## config.mk

```make
export PLATFORM = sky130hd
export DESIGN_NAME = stage3_uop_queue
export DESIGN_NICKNAME = d
export VERILOG_FILES = /design/src/rtl/stage3_uop_queue.sv
export SDC_FILE = /design/constraint.sdc
export NUM_CORES = 1
export LEC_CHECK = 0
export CAP_MARGIN = 20
export CORE_MARGIN = 2
export CORE_UTILIZATION = 30
export DETAILED_ROUTE_END_ITERATION = 8
export GPL_TIMING_DRIVEN = 0
export SLEW_MARGIN = 20
export SYNTH_ARGS = -nofsm -noshare
export SYNTH_HDL_FRONTEND = slang
export SYNTH_SLANG_ARGS = --single-unit
```

## constraint.sdc

```tcl
create_clock -name CLK -period 4.54 [get_ports CLK]
set_input_delay 0.454 -clock CLK [delete_from_list [all_inputs] [get_ports CLK]]
set_output_delay 0.454 -clock CLK [all_outputs]
set_load 0.005 [all_outputs]
```

## src/rtl/stage3_uop_queue.sv

```systemverilog
// stage3_uop_queue
// Circular buffer of fetched instructions (instr, pc, fault, mal) sitting
// between fetch and execute. Read side is combinational from the head entry,
// so an entry pushed in cycle N is visible to execute in cycle N+1.
// enq_ready / is_queue_full depend on the entry count only, so there is no
// combinational path from deq_ready back to fetch.
// Optional feature: define UOP_QUEUE_BYPASS_EN to add a zero-latency path
// that forwards enq_* straight to the deq side while the queue is empty.
module stage3_uop_queue #(
    parameter int DEPTH = 4
) (
    input  logic                       CLK,
    input  logic                       nRST,
    input  logic                       enq_valid,
    input  logic [31:0]                enq_instr,
    input  logic [31:0]                enq_pc,
    input  logic                       enq_fault,
    input  logic                       enq_mal,
    output logic                       enq_ready,
    output logic                       valid_decode,
    output logic [31:0]                deq_instr,
    output logic [31:0]                pc_decode,
    output logic                       deq_fault,
    output logic                       deq_mal,
    input  logic                       deq_ready,
    input  logic                       stall_queue,
    input  logic                       flush_queue,
    output logic                       is_queue_full,
    output logic [$clog2(DEPTH+1)-1:0] occupancy
);

    localparam int PTR_W   = $clog2(DEPTH);
    localparam int CNT_W   = $clog2(DEPTH + 1);
    localparam int ENTRY_W = 66;
    localparam logic [CNT_W-1:0] FULL_COUNT = CNT_W'(DEPTH);

    logic [PTR_W-1:0]              rd_ptr_reg, rd_ptr_next;
    logic [PTR_W-1:0]              wr_ptr_reg, wr_ptr_next;
    logic [CNT_W-1:0]              count_reg, count_next;
    logic [DEPTH-1:0][ENTRY_W-1:0] entry_q;
    logic [ENTRY_W-1:0]            wr_data;
    logic [ENTRY_W-1:0]            head_data;
    logic                          is_empty;
    logic                          is_full;
    logic                          push;
    logic                          pop;
    logic                          bypass_active;
    logic                          bypass_take;
    logic                          do_write;
    logic                          do_pop;

    assign is_empty = (count_reg == '0);
    assign is_full  = (count_reg == FULL_COUNT);

    assign enq_ready     = !is_full;
    assign is_queue_full = is_full;
    assign occupancy     = count_reg;

`ifdef UOP_QUEUE_BYPASS_EN
    // Empty queue with a live, unblocked enqueue: present it directly.
    assign bypass_active = is_empty && enq_valid && !stall_queue && !flush_queue;
`else
    assign bypass_active = 1'b0;
`endif

    // A bypassed entry that execute takes right away never touches storage.
    assign bypass_take = bypass_active && deq_ready;

    assign valid_decode = !is_empty || bypass_active;
    assign push         = enq_valid && enq_ready && !flush_queue;
    assign pop          = valid_decode && deq_ready && !stall_queue && !flush_queue;
    assign do_write     = push && !bypass_take;
    assign do_pop       = pop && !is_empty;

    assign wr_data   = {enq_instr, enq_pc, enq_fault, enq_mal};
    assign head_data = entry_q[rd_ptr_reg];

    // Head view: bypassed enqueue when active, otherwise the entry at rd_ptr.
    always_comb begin
        {deq_instr, pc_decode, deq_fault, deq_mal} = head_data;
        if (bypass_active) begin
            {deq_instr, pc_decode, deq_fault, deq_mal} = wr_data;
        end
    end

    // Next pointer / count; flush overrides any same-cycle push or pop.
    always_comb begin
        rd_ptr_next = rd_ptr_reg;
        wr_ptr_next = wr_ptr_reg;
        count_next  = count_reg;
        if (flush_queue) begin
            rd_ptr_next = '0;
            wr_ptr_next = '0;
            count_next  = '0;
        end else begin
            if (do_write) begin
                wr_ptr_next = wr_ptr_reg + PTR_W'(1);
            end
            if (do_pop) begin
                rd_ptr_next = rd_ptr_reg + PTR_W'(1);
            end
            case ({do_write, do_pop})
                2'b10:   count_next = count_reg + CNT_W'(1);
                2'b01:   count_next = count_reg - CNT_W'(1);
                default: count_next = count_reg;
            endcase
        end
    end

    // Pointer and count registers.
    always_ff @(posedge CLK or negedge nRST) begin
        if (!nRST) begin
            rd_ptr_reg <= '0;
            wr_ptr_reg <= '0;
            count_reg  <= '0;
        end else begin
            rd_ptr_reg <= rd_ptr_next;
            wr_ptr_reg <= wr_ptr_next;
            count_reg  <= count_next;
        end
    end

    // One register per entry; cleared on reset so the head reads zero after it.
    genvar gi;
    generate
        for (gi = 0; gi < DEPTH; gi++) begin : g_entry
            logic [ENTRY_W-1:0] entry_reg;

            // Capture the enqueued word when the tail points at this slot.
            always_ff @(posedge CLK or negedge nRST) begin
                if (!nRST) begin
                    entry_reg <= '0;
                end else if (do_write && (wr_ptr_reg == PTR_W'(gi))) begin
                    entry_reg <= wr_data;
                end
            end

            assign entry_q[gi] = entry_reg;
        end
    endgenerate

endmodule

```

==> flow_summary.json <==
{
  "cts_root_buf": "clkbuf_16",
  "setup_violations": 0,
  "reg2reg_to": "occupancy[2]",
  "yosysTopAreaCell": "dfrtp_1",
  "antenna_found_initial": 0,
  "synth_area_leaders": "dfrtp_1, mux2_2, mux4_2",
  "cp.arrival_ns": 3.16,
  "grt.total_usage": 0.1322,
  "cts_max_level": 1,
  "setup-tns-final_ns": 0,
  "final_common_cell": "dfrtp_1",
  "grt_pass1_vias": 7162,
  "fin_ws_ns": 0.9241,
  "die_y_um": 202.8,
  "ant_nets": 0,
  "critPathRequiredTime_ns": 4.09,
  "overflow": 0,
  "place_area_um2": 14020,
  "max_stage_delay_ns": 0.56,
  "timing.hold.ws_ns": 0.4117,
  "insertion_delay_ns": 0.57,
  "leakagePower_nw": 6.447,
  "r2r_cells": 7,
  "rsz0062_at_grt": "no",
  "wl_per_cell_um": 18.84,
  "ir_drop_mv": 0.3057,
  "relSlewSlack": 0.4421,
  "wirelength_mm": 26.53,
  "gp_congestion": 0.6932,
  "cts_resized": 0,
  "report.final.slew_viol_count": 0,
  "vias_per_cell": 4.668,
  "ios": 144,
  "largest_reg_flops": 264,
  "p_per_area_nw_per_um2": 537.1,
  "nets": 945,
  "final_cell_mix": "dfrtp_1, mux2_2, clkdlybuf4s50_1",
  "vias": 6572,
  "clockBufferDepth": 3,
  "cts_num_sinks": 271,
  "syn_inst": 687,
  "rows": 72,
  "fp.dieW_um": 202.8,
  "syn_area_um2": 11860,
  "crit_fanout": 10,
  "drc": 0,
  "r2r-start": "occupancy[0]",
  "drt_iter0_drc": 195,
  "yosysTopAreaCellShare": 0.5719,
  "dpl.hpwl_mm": 17.57,
  "finalCriticalPeriod_ns": 3.616,
  "diodes": 0,
  "cts.clk_slew.worst_paths_ns": 0.06,
  "fin_skew_ns": 0.02244,
  "final_layout_size_suffix_gt1_frac": 0.4708,
  "cp-end-kind": "output port",
  "grt_max_degree": 96,
  "fmaxAchievable_ghz": 0.2766,
  "grt_pass1_wl_mm": 42.26,
  "portBuffers": 143,
  "area_growth_pct": 27.46,
  "r2r_setup_slack_ns": 2.22,
  "syn_avg_cell_area_um2": 17.26,
  "cts_tree": "yes",
  "yosysUniqueCellTypes": 26,
  "first_pass_iters": 4,
  "dieArea_um2": 41130,
  "ys_warn_count": 0,
  "finalInstanceArea_um2": 15110,
  "start_util": 0.3054,
  "hp-class": "in -> async",
  "core-area_um2": 38830,
  "crit_slowest_cell": "mux4_2",
  "worstPathCellList": "clkbuf_1, buf_2, buf_2, mux4_2, clkdlybuf4s50_1",
  "crit_path_start_kind": "register",
  "cts_buffers": 31,
  "post-route-period-util": 0.7965,
  "crit_path_start": "rd_ptr_reg[0]",
  "critPathKind": "reg -> out",
  "fillers": 3645,
  "cap_violations": 0,
  "crit_path_frequent_cell": "buf_2",
  "synth-seq-cells": 271,
  "status": "finished, final reports clean",
  "dp_slack_ns": 1.347,
  "synth_nets": 764,
  "ys_seq_area_frac": 0.5719,
  "finalHoldViolations": 0,
  "worstMarginPinSlew_ns": 0.8369
}
[layer usage]
| metal | part of all wire | vias up | global-route usage |
|---|---|---|---|
| li1 | - | 2922 | - |
| met1 | 0.43 | 3490 | 0.1713 |
| met2 | 0.49 | 121 | 0.2203 |
| met3 | 0.058 | 39 | 0.03628 |
| met4 | 0.022 | 0 | 0.03154 |
| met5 | 0 | - | 0 |
[where the power goes]
| group | total [mW] | internal (mW) | switching (mW) |
|---|---|---|---|
| sequential | 3.61 | 3.24 | 0.369 |
| clock | 2.60 | 1.63 | 0.974 |
| combinational | 1.91 | 1.34 | 0.568 |
| total | 8.12 | 6.21 | 1.91 |
[stage by stage]
| step | cells | utilization | total power [mW] |
|---|---|---|---|
| floorplan | 687 | - | 4.726 |
| global placement | 1348 | 0.3590 | 5.528 |
| detailed placement | 1351 | 0.3612 | 5.590 |
| CTS | 1407 | 0.3890 | 8.259 |
| global route | 1408 | 0.3892 | 8.588 |
| finish | 1408 | 0.3892 | 8.117 |
[kinds of logic after synthesis]
group,after synthesis,synth area share
flip-flops,271,0.5719
XOR/XNOR,4,0.002955
AND/OR/NAND/NOR,24,0.01087
multiplexers,333,0.3788
adder cells (fa/ha/maj),5,0.005909
AO/OA/AOI/OAI,3,0.001794
buffers and inverters,47,0.02775
[critical path, delay by kind of cell, from the launching register on]
kind,cells,cell delay [ns]
buffers and inverters,4,1.72
DFF,1,0.32
muxes,1,0.56
[area by class of cell]
| type | instances | area, µm² | area share |
|---|---|---|---|
| buffer | 44 | 317.8 | 0.02103 |
| clock buffer | 45 | 888.4 | 0.05878 |
| clock inverter | 10 | 178.9 | 0.01184 |
| inverter | 3 | 11.26 | 0.0007451 |
| multi-input combinational | 369 | 4747 | 0.3141 |
| sequential | 271 | 6782 | 0.4487 |
| tap | 518 | 648.1 | 0.04288 |
| timing repair buffer | 148 | 1540 | 0.1019 |
[how the worst max path moves through the flow]
stage	endpoint	slack, ns	depth (start not counted)
after floorplan	occupancy[2]	2.33	9
after global placement	g_entry[0].entry_reg[33]	-9.12	1
after detailed placement	pc_decode[21]	1.35	4
after CTS	deq_instr[11]	0.74	5
after global routing	deq_instr[11]	0.69	5
final	deq_instr[11]	0.92	5
[what timing repair did]
| action | 4_1_cts | 5_1_grt |
|---|---|---|
| setup buffers | 0 | 0 |
| hold buffers | 1 | 0 |
| endpoints found under the hold margin | 54 | 0 |
[synth_stat cells (all sizes together)]
cell type,number
dfrtp,271
mux2,266
mux4,66
buf,39
nand2,8
nor2,6
clkbuf,5
ha,4
inv,3
nand2b,2
nand3,2
nor2b,2
nor3b,2
xnor2,2
xor2,2
a211o,1
a21oi,1
fa,1
mux2i,1
o31ai,1
or3,1
or3b,1
Power figures use the tool's default switching activity.
